File: src/rtl/vip_featuremap_collector.sv
// Pops one pixel from every per-filter FIFO together and serialises the channels
// (ch0..chN-1) into one tagged stream, stopping with a sticky done after num_data pixels.
module vip_featuremap_collector #(
    parameter int DWIDTH = 32,
    parameter int NUM_CH = 8,
    parameter int CH_W   = (NUM_CH > 1) ? $clog2(NUM_CH) : 1
) (
    input  logic                     clock,
    input  logic                     reset,
    input  logic [31:0]              num_data,
    input  logic [NUM_CH*DWIDTH-1:0] in_data,
    input  logic [NUM_CH-1:0]        in_empty,
    output logic [NUM_CH-1:0]        in_rdreq,
    output logic [DWIDTH-1:0]        out_data,
    output logic [CH_W-1:0]          out_ch,
    output logic                     out_last,
    output logic                     out_wrreq,
    input  logic                     out_full,
    output logic [31:0]              pixel_count,
    output logic                     done
);

    typedef enum logic [2:0] {S_IDLE, S_READ, S_CAPTURE, S_SEND, S_DONE} state_t;

    localparam logic [CH_W-1:0] LAST_IDX = CH_W'(NUM_CH - 1);

    state_t                        state;
    logic [CH_W-1:0]               idx;
    logic [NUM_CH-1:0][DWIDTH-1:0] hold;
    logic                          last_word;
    logic                          start_ok;

    assign last_word = (idx == LAST_IDX);
    // Any empty channel blocks the pop, so channels can never drift apart.
    assign start_ok  = (in_empty == '0) && (num_data != 32'd0) && (pixel_count < num_data);

    assign in_rdreq  = {NUM_CH{state == S_READ}};
    assign out_wrreq = (state == S_SEND) && !out_full;
    assign out_data  = hold[idx];
    assign out_ch    = idx;
    assign out_last  = (state == S_SEND) && last_word && (pixel_count == num_data - 32'd1);

    always_ff @(posedge clock or posedge reset) begin
        if (reset) begin
            state       <= S_IDLE;
            idx         <= '0;
            hold        <= '0;
            pixel_count <= '0;
            done        <= 1'b0;
        end else begin
            case (state)
                S_IDLE: begin
                    if (start_ok)
                        state <= S_READ;
                end
                S_READ: begin
                    state <= S_CAPTURE;
                end
                S_CAPTURE: begin
                    // FIFO q is valid one cycle after the pop.
                    hold  <= in_data;
                    idx   <= '0;
                    state <= S_SEND;
                end
                S_SEND: begin
                    if (!out_full) begin
                        if (!last_word) begin
                            idx <= idx + 1'b1;
                        end else begin
                            pixel_count <= pixel_count + 32'd1;
                            if (pixel_count + 32'd1 == num_data) begin
                                state <= S_DONE;
                                done  <= 1'b1;
                            end else begin
                                state <= S_IDLE;
                            end
                        end
                    end
                end
                S_DONE: begin
                    done <= 1'b1;
                end
                default: begin
                    state <= S_IDLE;
                end
            endcase
        end
    end

endmodule

File: config.mk
export PLATFORM = sky130hd
export DESIGN_NAME = vip_featuremap_collector
export DESIGN_NICKNAME = d
export VERILOG_FILES = /design/src/rtl/vip_featuremap_collector.sv
export SDC_FILE = /design/constraint.sdc
export NUM_CORES = 1
export LEC_CHECK = 0
export CAP_MARGIN = 20
export CORE_MARGIN = 2
export CORE_UTILIZATION = 46
export DETAILED_ROUTE_END_ITERATION = 8
export PLACE_DENSITY = 0.78
export SYNTH_ARGS = -nofsm -noshare
export SYNTH_HDL_FRONTEND = slang
export SYNTH_SLANG_ARGS = --single-unit
File: constraint.sdc
create_clock -name clock -period 9.4 [get_ports clock]
set_input_delay 1.41 -clock clock [delete_from_list [all_inputs] [get_ports clock]]
set_output_delay 1.41 -clock clock [all_outputs]
set_load 0.02 [all_outputs]
After elaboration in Yosys (flattened, before gate mapping). Cells that the tools add are included.

Output and inout port bits: 78. Register bits: 295. Bits of input ports: 299.

Order comparisons: 2. Muxes and demuxes: 14. Bitwise logic cells: 2. Equality and inequality tests: 12. Reduce and logical (&&, ||, !) cells: 15. $add $sub $neg: 3.

Operators with widths (number): binary-select mux 32 bit (select 3 bit) (1); == test 32 bit (2); adder 32 x 1 -> 32 bit, second input constant (1); less-than comparator 32 bit (1); two-way mux 32 bit (1); nonzero test 32 bit (1); subtractor 32 x 1 -> 32 bit, second input constant (1); two-way mux 3 bit (6); one-hot mux 3 bit (5 select lines) (1); zero test 8 bit (1); != test 2 bit, second input constant (4); AND reduction 4 bit (2); == test 3 x 2 -> 1 bit, second input constant (2); == test 3 bit, second input constant (2); one-hot mux 3 bit (2 select lines) (1); AND reduction 3 bit (2); logical AND 1 bit (5); less-than comparator 3 x 4 -> 1 bit, second input constant (1); nonzero test 2 bit (2); adder 3 x 1 -> 3 bit, second input constant (1); == test 3 x 1 -> 1 bit, second input constant (1); zero test 3 bit (1); two-way mux 1 bit (3); != test 2 x 1 -> 1 bit, second input constant (1); 3 further kinds (4).

Longest topological paths before layout. Gate-level depths: netlist of the first run.

Depth after elaboration: 6. Depth in mapped cells: 11. Gate-level depth less buffers: 10.

Worst setup path after synthesis of the first run. No wires, ideal clock.

Kind: input to output. Start: input num_data[5]. End: output out_last. Slack: 4.044 ns. Stages: 10. Required time: 7.990 ns. Arrival time: 3.946 ns. Path through: buf_6 > or4_4 > buf_6 > nor3_4 > nand3_4 > or4_4 > nor3_2 > xnor2_1 > o21ai_2 > a2111oi_4.

Cells in the longest elaborated chain, start to end: 3.

RTL lines: start: declaration (RTL line 10) `input logic [31:0] num_data,`; subtractor 32 x 1 -> 32 bit (RTL line 41) `assign out_last = (state == S_SEND) && last_word && (pixel_count == num_data - 32'd1);`; == test 32 bit (RTL line 41); logical AND 1 bit (RTL line 41); end: declaration (RTL line 16) `output logic out_last,`.

Every way passes these cells.

Worst setup path in the final report of the first run.
Start: input num_data[1]. End: output out_last.

The elaborated chain is that of the path after synthesis.

==> flow_summary.json, run 1 <==
{
  "status": "finished clean",
  "fin_skew_ns": 0.01721,
  "rsz0062_at_grt": "false",
  "cts-resized-gates": 0,
  "clk_pin_slew_ns": 0.06,
  "worstPathArrival_ns": 5.54,
  "intPower_mw": 3.904,
  "antenna_found_initial": 9,
  "hold_viol": 0,
  "grt_start_max_net_pins": 168,
  "finalPower_mw": 6.047,
  "wl_per_cell_um": 18.85,
  "netlist_instances": 1768,
  "core_area_um2": 34370,
  "avgSynthCellArea_um2": 9.034,
  "peakVddDrop_v": 0.0002173,
  "pwr-share-comb_pct": 42.4,
  "synthTopCellsByArea": "dfrtp_1 46%, nand2_1 19%, mux4_2 9.0%",
  "dp_hpwl_um": 34680,
  "hold_buffers": 0,
  "layout-drive-gt1-share_pct": 8.840,
  "die-area_um2": 36230,
  "power.density_nw_per_um2": 286.4,
  "final_max_slew_viol_count": 0,
  "ys_ff_latch": 295,
  "grt_use_total_pct": 26.57,
  "gp_congestion": 0.9114,
  "p_clk_share_pct": 21.0,
  "crit_chain": "clkdlybuf4s50_1 -> inv_1 -> ha_1 -> or4b_1 -> nor4_4 -> nand4_1 -> xnor2_1 -> o221ai_1 -> nor4_1 -> o2111ai_1 -> a2111oi_4 -> clkdlybuf4s50_1",
  "cts-root-buf": "clkbuf_16",
  "worst_hold_path_type": "flip-flop to flip-flop",
  "start_util_pct": 46.47,
  "seq_power_share_pct": 36.7,
  "ys.flop_type": "dfrtp_1",
  "synthArstFlopShare_pct": 100.0,
  "use_met3_pct": 6.699,
  "rows": 68,
  "cts_tree": "done",
  "firstDrtPassIters": 7,
  "vias_per_cell": 5.408,
  "seq_area_frac_synth_pct": 46.22,
  "cts_buffers": 34,
  "ant_nets": 0,
  "yosysMostFrequentCell": "nand2_1",
  "synth.top_cell.area_share_pct": 46.22,
  "use_met1_pct": 33.35,
  "endpoint_kind": "output pin",
  "leakage_nw": 9.790,
  "yosys.area.top_type": "dfrtp_1",
  "grt.met2_usage_pct": 44.66,
  "crit_slowest_cell": "clkdlybuf4s50_1",
  "h-tree-depth": 2,
  "p_switching_mw": 2.143,
  "top_level_ports": 377,
  "place.port_buffers": 376,
  "syn2layout_area_growth_pct": 32.21,
  "drtIter0Drc": 812,
  "vias": 13872,
  "worstPathRequired_ns": 7.99,
  "critPathTopFamily": "simple AND/OR/NAND/NOR gates",
  "slowest_delay_ns": 0.66,
  "syn-num-nets": 2103,
  "worst_slack_ns": 2.448,
  "drc": 0,
  "min_period_ns": 6.952,
  "worstSetupPathType": "input pin to output pin",
  "max_cap_violations": 0,
  "setup_violations": 0,
  "clock_latency_ns": 0.51,
  "grt_first_pass_wirelength_um": 75950,
  "syn-cell-area_um2": 15970,
  "yosys_warnings": 0,
  "cts_max_path_buffers": 3,
  "grt_remaining_overflow": 0,
  "slew-limit-headroom_pct": 35.00,
  "cts_setup_buffers": 0,
  "synth-edff-count": 0,
  "synth_cell_types": 69,
  "grt_pass1_vias": 14134,
  "min_period_over_period_pct": 73.96,
  "fmax_ghz": 0.1438,
  "path_max_fanout": 9,
  "swShare_pct": 35.43,
  "start_kind": "input pin",
  "nNetsFinal": 2420,
  "worst-slew-pin-transition_ns": 0.9749,
  "pre_cts_ws_ns": 2.435,
  "tns_ns": 0,
  "wl_um": 48350,
  "ys_top_cells_by_count": "811 x nand2_1, 295 x dfrtp_1, 85 x clkbuf_1",
  "critPathBufInv": 3,
  "cpMostUsedCell": "clkdlybuf4s50_1",
  "die_h_um": 190.3,
  "cts.sinks": 295,
  "die_w_um": 190.3,
  "grt.busiest_layer": "met2"
}
[layout by cell type (no fill, tap or decap), types with 19 or more instances in the layout]
cell type	count
dfrtp_1	292
nand2_1	811
ha_1	36
mux2_2	34
nor3_1	25
o21ai_0	19
inv_1	36
nand3_1	25
xnor2_1	59
clkdlybuf4s50_1	376
xor2_1	33
a21oi_1	19
mux4_2	64
nand4_1	26
clkbuf_16	35
nor2_1	35
[final cells by class]
cell class | instances | area (um2)
repair buffers | 391 | 3949
clock buffers | 49 | 978.4
fillers | 2865 | 13260
flip-flops and latches | 295 | 7391
multi-input cells | 1325 | 7988
well taps | 455 | 569.3
inverters | 38 | 146.4
diodes | 6 | 15.01
clock inverters | 6 | 80.08
[routing by layer]
layer  up-vias  wire [um]
li1       6506          -
met1      6754      19510
met2       516      23460
met3        90       3786
met4         6       1549
met5         -         44
[path summary, 6_finish.rpt]
kind	from	to	slack, ns	cells past startpoint
worst max-delay path	num_data[1]	out_last	2.45	12
worst min-delay path	hold[179]$_DFFE_PP0N_	hold[179]$_DFFE_PP0N_	0.47	2
worst max register to register	pixel_count[1]$_DFFE_PP0P_	done$_DFFE_PP0P_	5.99	9
worst min register to register	hold[179]$_DFFE_PP0N_	hold[179]$_DFFE_PP0N_	0.47	2
max in group asynchronous	reset	hold[144]$_DFFE_PP0N_	6.60	4
min in group asynchronous	reset	pixel_count[0]$_DFFE_PP0P_	1.44	3
[power by group through the flow]
stage               logic [mW]  registers [mW]  clock network (mW)
floorplan                 1.74            2.09                   0
global placement          2.49            2.19                   0
detailed placement        2.55            2.23                   0
CTS                       2.57            2.22                1.29
global route              2.80            2.29                1.35
finish                    2.56            2.22                1.27
[worst reg2reg max path: cells and delay by family (launching register included)]
family / cells / cell delay (ns)
simple gates: 6 / 2.11
mux: 1 / 0.16
flops: 1 / 0.50
fa+ha+maj: 1 / 0.34
compound gates: 1 / 0.23
[cell families after synthesis]
logic type / Yosys count / synth area share [%]
flops: 295 / 46.22
simple gates: 1005 / 26.52
fa+ha+maj: 36 / 2.820
compound gates: 90 / 3.909
buf+inv: 148 / 3.815
xor+xnor: 92 / 5.045
mux: 102 / 11.67
[sequential cells by signal, indices dropped and copies added (netlist names)]
name and flops:
done 1, hold 256, out_ch 3, pixel_count 32, state 3
[metrics by stage]
step	instance area (um2)	hold slack (ns)	std cells	util, %
after floorplan	15980	0.4403	1768	-
after global placement	19960	0.4516	2501	58.07
after detailed placement	19960	0.4581	2501	58.07
after CTS	21020	0.4730	2556	61.15
after global routing	21110	0.4830	2564	61.43
final	21120	0.4679	2565	61.43
No activity file was read; power rests on OpenSTA's default activity.
==> run 2: changes to the inputs <==
CORE_UTILIZATION = 51   (was 46)
PLACE_DENSITY = 0.82   (was 0.78)
clock period = 7.17 ns   (was 9.4 ns; I/O delays follow)
==> flow_summary.json, run 2 (same netlist as run 1, synthesis figures left out) <==
{
  "status": "finished clean",
  "final_core_util_pct": 68.07,
  "reg_top3": "hold: 256 flops, pixel_count: 32 flops",
  "cts-resized-gates": 0,
  "place.port_buffers": 376,
  "die-area_um2": 32750,
  "rows": 64,
  "crit_chain": "clkdlybuf4s50_1 -> inv_1 -> ha_1 -> or4b_1 -> nor4_4 -> nand4_1 -> xnor2_1 -> o221ai_1 -> nor4_1 -> o2111ai_1 -> a2111oi_4 -> clkdlybuf4s50_1",
  "crit_slowest_cell": "or4b_1",
  "clk_pin_slew_ns": 0.06,
  "drc": 0,
  "setup_violations": 0,
  "power.density_nw_per_um2": 372.2,
  "rsz0062_at_grt": "false",
  "cts_buffers": 30,
  "fin_skew_ns": 0.02800,
  "wl_met1_um": 19260,
  "gp_congestion": 0.8927,
  "worstSetupPathType": "input pin to output pin",
  "cpMostUsedCell": "clkdlybuf4s50_1",
  "start_kind": "input pin",
  "top_level_ports": 377,
  "wl_per_cell_um": 19.43,
  "min_period_over_period_pct": 86.98,
  "vias": 13940,
  "cts-root-buf": "clkbuf_16",
  "cts_setup_buffers": 0,
  "grt_start_max_net_pins": 155,
  "hold_viol": 0,
  "ant_nets": 0,
  "dp_hpwl_um": 35360,
  "cts_max_path_buffers": 3,
  "antenna_found_initial": 9,
  "grt_remaining_overflow": 0,
  "clock_latency_ns": 0.57,
  "firstDrtPassIters": 6,
  "path_max_fanout": 9,
  "syn2layout_area_growth_pct": 31.05,
  "min_period_ns": 6.236,
  "hold_buffers": 0,
  "nNetsFinal": 2415,
  "r2r_setup_slack_ns": 3.75,
  "drtIter0Drc": 1031,
  "wl_met3_um": 3551,
  "start_util_pct": 51.94,
  "die_w_um": 181.0,
  "largest_register_ffs": 256,
  "slowest_delay_ns": 0.65,
  "wl_um": 48590,
  "cts_tree": "done",
  "critPathTopFamily": "simple AND/OR/NAND/NOR gates",
  "h-tree-depth": 1,
  "critPathBufInv": 3,
  "fmax_ghz": 0.1603,
  "final_cell_mix": "811 x nand2_1, 376 x clkdlybuf4s50_1, 292 x dfrtp_1",
  "grt_pass1_vias": 14328,
  "layout-drive-gt1-share_pct": 8.623,
  "grt_first_pass_wirelength_um": 77020,
  "leakage_nw": 9.726,
  "grt_use_total_pct": 29.61,
  "core_area_um2": 30750,
  "worstPathRequired_ns": 6.09,
  "worst_hold_path_type": "flip-flop to flip-flop",
  "top_register": "hold",
  "cts.sinks": 295,
  "endpoint_kind": "output pin",
  "final_max_slew_viol_count": 0,
  "topRoutingLayerUsed": "met5",
  "worstPathArrival_ns": 5.16,
  "peakVddDrop_v": 0.0002535,
  "final_common_cell": "nand2_1",
  "tns_ns": 0,
  "die_h_um": 181.0,
  "slew-limit-headroom_pct": 24.83,
  "wl_met2_um": 24170,
  "vias_per_cell": 5.574,
  "max_cap_violations": 0,
  "worst-slew-pin-transition_ns": 1.128
}
==> run 2: cell types whose count changed in the layout (fill, tap and decap cells not counted), sizes merged <==
cell	previous run	this run
buf	15	13
bufinv	1	2
clkbuf	49	46
clkinv	3	4
clkinvlp	1	2
inv	39	36
==> run 2: through the flow <==
stage,worst slack (ns),std cells,hold WS [ns],instance area [um2],power [mW]
floorplan,2.177,1768,0.4403,15980,5.019
global placement,0.9795,2441,0.4518,19880,6.112
detailed placement,0.9005,2441,0.4575,19880,6.249
CTS,0.8981,2492,0.4724,20850,7.827
global route,0.6924,2500,0.4903,20930,8.292
finish,0.9336,2501,0.4669,20930,7.790
==> run 2: layout make-up <==
type,instances,area [um2]
Antenna cell,6,15.01
Clock buffer,45,867.1
Clock inverter,6,107.6
Fill cell,2419,9818
Inverter,38,146.4
Multi-Input combinational cell,1325,7988
Sequential cell,295,7391
Tap cell,396,495.5
Timing Repair Buffer,390,3921
==> run 2: layer usage <==
metal  global-route usage [%]  vias up
li1                         -     6477
met1                    37.68     6813
met2                    50.72      546
met3                    6.148       96
met4                    9.919        8
met5                        0        -
==> run 2: where the power goes <==
part / switching, mW / leakage [nW] / internal, mW
Combinational: 1.60 / 5.64 / 1.70
Clock: 0.639 / 0.471 / 0.903
Sequential: 0.519 / 3.61 / 2.42
==> run 2: worst paths after layout <==
kind	start	endpoint	cells after the start
setup / recovery	num_data[1]	out_last	12
hold / removal	hold[119]$_DFFE_PP0N_	hold[119]$_DFFE_PP0N_	2
setup reg to reg	out_ch[2]$_DFFE_PP0P_	done$_DFFE_PP0P_	9
hold reg to reg	hold[119]$_DFFE_PP0N_	hold[119]$_DFFE_PP0N_	2
max in group asynchronous	reset	out_ch[0]$_DFFE_PP0P_	4
min in group asynchronous	reset	hold[217]$_DFFE_PP0N_	2
==> run 2: worst min-delay path, cell delays in order, from the launching register on <==
cell,delay (ns)
dfrtp_1,0.34
nand2_1,0.05
nand2_1,0.05
